### src/rtl/imem_fetch_arbiter.sv
// imem_fetch_arbiter: lets N_CORES cores share one instruction memory with a
// combinational read port. Cores are granted in round-robin order, one at a time.
// Each grant is followed by a single FETCH cycle. The fetched word goes back to the
// granted core together with a one-cycle ack pulse. A fetch from an address at or
// above MEM_DEPTH returns END_OPCODE and sets that core's sticky fault flag.
//
// Ports:
//   clk, rst      rising-edge clock; asynchronous active-high reset
//   core_req      per-core level request
//   core_addr     packed per-core fetch addresses (core i at [i*ADDR_W +: ADDR_W])
//   core_ack      registered one-hot-or-zero ack pulse
//   core_inst     packed per-core registered instruction words
//   core_fault    per-core sticky out-of-range flags
//   mem_read      read strobe to the instruction memory (in-range FETCH only)
//   mem_address   address to the instruction memory
//   mem_inst_in   combinational read data from the instruction memory
//   busy          high while in FETCH
module imem_fetch_arbiter #(
  parameter int unsigned N_CORES    = 4,
  parameter int unsigned ADDR_W     = 16,
  parameter int unsigned DATA_W     = 16,
  parameter int unsigned MEM_DEPTH  = 100,
  parameter int unsigned END_OPCODE = 25
) (
  input  logic                        clk,
  input  logic                        rst,
  input  logic [N_CORES-1:0]          core_req,
  input  logic [N_CORES*ADDR_W-1:0]   core_addr,
  output logic [N_CORES-1:0]          core_ack,
  output logic [N_CORES*DATA_W-1:0]   core_inst,
  output logic [N_CORES-1:0]          core_fault,
  output logic                        mem_read,
  output logic [ADDR_W-1:0]           mem_address,
  input  logic [DATA_W-1:0]           mem_inst_in,
  output logic                        busy
);

  localparam int unsigned IdxW = (N_CORES > 1) ? $clog2(N_CORES) : 1;

  typedef enum logic [0:0] {StIdle, StFetch} state_e;

  state_e                      state_q;
  logic [IdxW-1:0]             rr_ptr_q;
  logic [IdxW-1:0]             gnt_idx_q;
  logic [ADDR_W-1:0]           addr_q;
  logic [N_CORES-1:0]          ack_q;
  logic [N_CORES*DATA_W-1:0]   inst_q;
  logic [N_CORES-1:0]          fault_q;

  logic [N_CORES-1:0]          eff_req;
  logic                        found;
  logic [IdxW-1:0]             winner;
  logic [IdxW-1:0]             rr_ptr_d;
  logic                        in_range;

  // A core that sees its ack this cycle is not re-granted in the same cycle.
  assign eff_req  = core_req & ~ack_q;
  assign in_range = (32'(addr_q) < MEM_DEPTH);

  // Cyclic first-set search starting at rr_ptr_q.
  always_comb begin
    found  = 1'b0;
    winner = '0;
    for (int unsigned i = 0; i < N_CORES; i++) begin
      int unsigned idx;
      idx = (32'(rr_ptr_q) + i) % N_CORES;
      if (!found && eff_req[idx]) begin
        found  = 1'b1;
        winner = IdxW'(idx);
      end
    end
    rr_ptr_d = IdxW'((32'(winner) + 1) % N_CORES);
  end

  always_ff @(posedge clk or posedge rst) begin
    if (rst) begin
      state_q   <= StIdle;
      rr_ptr_q  <= '0;
      gnt_idx_q <= '0;
      addr_q    <= '0;
      ack_q     <= '0;
      inst_q    <= '0;
      fault_q   <= '0;
    end else begin
      ack_q <= '0;
      unique case (state_q)
        StIdle: begin
          if (found) begin
            gnt_idx_q <= winner;
            addr_q    <= core_addr[32'(winner)*ADDR_W +: ADDR_W];
            rr_ptr_q  <= rr_ptr_d;
            state_q   <= StFetch;
          end
        end
        StFetch: begin
          ack_q[gnt_idx_q] <= 1'b1;
          if (in_range) begin
            inst_q[32'(gnt_idx_q)*DATA_W +: DATA_W] <= mem_inst_in;
          end else begin
            inst_q[32'(gnt_idx_q)*DATA_W +: DATA_W] <= DATA_W'(END_OPCODE);
            fault_q[gnt_idx_q]                      <= 1'b1;
          end
          state_q <= StIdle;
        end
        default: state_q <= StIdle;
      endcase
    end
  end

  // Memory-side outputs depend only on state and the latched address.
  assign busy        = (state_q == StFetch);
  assign mem_read    = busy && in_range;
  assign mem_address = addr_q;
  assign core_ack    = ack_q;
  assign core_inst   = inst_q;
  assign core_fault  = fault_q;

endmodule

### config.mk
export PLATFORM = sky130hd
export DESIGN_NAME = imem_fetch_arbiter
export DESIGN_NICKNAME = d
export VERILOG_FILES = /design/src/rtl/imem_fetch_arbiter.sv
export SDC_FILE = /design/constraint.sdc
export NUM_CORES = 1
export LEC_CHECK = 0
export ABC_AREA = 1
export BUFFER_PORTS_ARGS = -buffer_cell sky130_fd_sc_hd__clkbuf_2
export CORE_MARGIN = 1.5
export CORE_UTILIZATION = 50
export DETAILED_ROUTE_END_ITERATION = 12
export PLACE_DENSITY = 0.88
export SYNTH_ARGS = -nofsm -noshare
export SYNTH_HDL_FRONTEND = slang
export SYNTH_SLANG_ARGS = --single-unit
### constraint.sdc
create_clock -name clk -period 3.2 [get_ports clk]
set_input_delay 0 -clock clk [delete_from_list [all_inputs] [get_ports clk]]
set_output_delay 0 -clock clk [all_outputs]
set_load 0.02 [all_outputs]
==> flow_metrics.env <==
export IMPL_final_cell_mix="199 x nand2_1, 175 x clkbuf_2, 93 x dfrtp_1"
export IMPL_critPathLaunchType="flip-flop"
export IMPL_met2_length_um=7250
export IMPL_grt_max_degree=65
export IMPL_core_rowCount=35
export IMPL_start_util=0.512
export IMPL_hp_class="input pin to flip-flop"
export IMPL_grt_pass1_wl_um=23900
export IMPL_post_route_period_util=0.930
export IMPL_dieWidth_um=100
export IMPL_numCtsBuffers=9
export IMPL_postCtsResizedCells=0
export IMPL_synth_seq_cells=93
export IMPL_fmax_ghz=0.336
export IMPL_seq_area_frac_synth=0.494
export IMPL_wire_per_inst_um=16.3
export IMPL_relSlewSlack=0.293
export IMPL_drt_met1_wl_um=5710
export IMPL_setup_viol=0
export IMPL_coreArea_um2=9200
export IMPL_place_hpwl_um=9720
export IMPL_track_usage=0.305
export IMPL_met3_length_um=1310
export IMPL_place_congestion=0.903
export IMPL_setup_tns_final_ps=0
export IMPL_clk_path_buf_depth=2
export IMPL_io_buffers=175
export IMPL_yosys_warnings=0
export IMPL_powerDensity_nw_per_um2=1040
export IMPL_worst_setup_path_end_kind="flip-flop"
export IMPL_cts_sinks=93
export IMPL_area_growth_pct=35.1
export IMPL_layout_commonest_cell="nand2_1"
export IMPL_die_y_um=100
export IMPL_crit_required_ps=3440
export IMPL_drtAntennaViolNets=0
export IMPL_drc=0
export IMPL_first_pass_iters=8
export IMPL_dieArea_um2=10000
export IMPL_synth_top_flop_cell="dfrtp_1"
export IMPL_p_leak_nw=3.46
export IMPL_synth_top_cell_area_share=0.494
export IMPL_clk_pin_slew_ps=90
export IMPL_outcome="complete, no violations"
export IMPL_synth_cell_types=40
export IMPL_synth_top_area_cell="dfrtp_1"
export IMPL_wl_um=15000
export IMPL_synth_cells=582
export IMPL_drv_slew=0
export IMPL_via_count=5076
export IMPL_clk_latency_ps=370
export IMPL_io_pins=176
export IMPL_crit_arrival_ps=3220
export IMPL_max_stage_delay_ps=570
export IMPL_syn_area_per_cell_um2=8.09
export IMPL_cts_htree_levels=3
export IMPL_cts_tree="yes"
export IMPL_hold_viol_final=0
export IMPL_crit_fanout=22
export IMPL_tightest_slew_ps=1060
export IMPL_fin_hold_ws_ps=39.9
export IMPL_grt_pass1_vias=4889
export IMPL_post_cts_buffers=0
export IMPL_path_cells="nand3_1 -> nand3_2 -> nand2_4 -> nand2_2 -> nand3_2 -> nand3_4 -> inv_2 -> nand2_1 -> nand2_1 -> dlygate4sd3_1 -> nand2_1 -> nand3_1"
export IMPL_peakVddDrop_v=0.000482
export IMPL_cp_top_family="simple AND/OR/NAND/NOR gates"
export IMPL_path_buf_inv=2
export IMPL_rsz0062_at_grt="no"
export IMPL_period_needed_ps=2980
export IMPL_drv_cap=0
export IMPL_async_reset_ff_frac=1.00
export IMPL_fillers=687
export IMPL_nets=892
export IMPL_gr_total_overflow=0
export IMPL_antenna_cells=0
export IMPL_synth_nets=672
export IMPL_antenna_found_initial=0
export IMPL_routed_via_density=5.53
export IMPL_routed_top_layer="met4"
export IMPL_skew_ps=13.9
export IMPL_synth_area_leaders="dfrtp_1 49%, nand2_1 16%, nand3_1 6.0%, inv_1 4.8%, o21ai_0 4.6%"
export IMPL_syn_cell_area_um2=4710
export IMPL_clockRootBuffer="clkbuf_8"
export IMPL_critPathKind="flip-flop to flip-flop"
export IMPL_drt_initial_drc_count=401
export IMPL_cpMostUsedCell="nand2_1"
export IMPL_crit_path_top_delay_cell="dlygate4sd3_1"
export IMPL_synth_edf_count=0
export IMPL_drive_gt1_frac=0.280
state kept, by name, indices dropped and copies added (netlist names):
signal	count
busy	1
core_ack	4
core_fault	4
core_inst	64
gnt_idx_q	2
mem_address	16
rr_ptr_q	2
what timing repair did:
action / in CTS / in global routing
hold buffers: 53 / 0
setup endpoints to repair: 0 / 9
endpoints found under the hold margin: 127 / 0
cells by family after synthesis:
group	synth area share
DFF	0.494
adders and majority gates	0.0106
and+or+nand+nor	0.305
AOI/OAI and AO/OA	0.106
buffers and inverters	0.0837
tightest hold or removal path, delay by kind of cell:
kind	cells	cell delay (ps)
buffers and inverters	2	110
AND/OR/NAND/NOR	5	270
synth_stat cells, types with 2 or more instances:
master and number:
o21ai_1 4, or2_0 7, nor2_2 2, a21oi_1 4, nand3_1 56, dfrtp_1 93, o21ai_0 43, buf_6 3
nand2_1 199, o211ai_1 4, nand3_2 6, buf_2 4, nand2_2 5, or2_2 3, clkbuf_1 9, nor3_1 2
buf_1 2, a31oi_1 3, a32o_1 13, nor2_1 14, a41oi_1 2, nand4_1 15, ha_1 4, inv_1 60
inv_2 5, buf_4 6
where the power goes:
| part | switching (mW) | internal [mW] |
|---|---|---|
| registers | 0.320 | 1.53 |
| logic | 2.60 | 1.36 |
| clock network | 0.437 | 0.371 |
| total | 3.36 | 3.27 |
layout make-up:
cell class | count | area [um^2] | share of cell area
flip-flops and latches | 93 | 2330 | 0.366
multi-input cells | 399 | 2000 | 0.314
repair buffers | 232 | 1440 | 0.226
inverters | 67 | 255 | 0.0401
well taps | 111 | 139 | 0.0218
clock buffers | 9 | 124 | 0.0195
clock inverters | 7 | 82.6 | 0.0130
path summary, 6_finish.rpt:
check | from | cells past startpoint | slack [ps] | endpoint
worst min register to register | core_fault[0] | 2 | 480 | core_fault[0]
min in group asynchronous | rst | 3 | 370 | core_inst[22]
max in group asynchronous | rst | 4 | 2030 | mem_address[7]
worst max-delay path | rr_ptr_q[0] | 12 | 220 | mem_address[13]
worst max register to register | rr_ptr_q[0] | 12 | 220 | mem_address[13]
worst min-delay path | core_addr[33] | 7 | 40 | mem_address[1]
metrics by stage:
step	power, mW	util	cells	worst slack (ps)	cell area, um^2
floorplan	4.48	-	582	780	4710
global placement	5.14	0.610	848	884	5610
detailed placement	5.26	0.610	848	725	5610
CTS	6.41	0.691	917	212	6350
global route	7.11	0.692	918	46.1	6360
finish	6.63	0.692	918	223	6360
metal layers:
layer / vias to the layer above / global-route usage
met5: - / 0
met4: 0 / 0.152
met3: 73 / 0.0703
met2: 306 / 0.492
met1: 2359 / 0.389
li1: 2338 / -
Power figures use the tool's default switching activity.
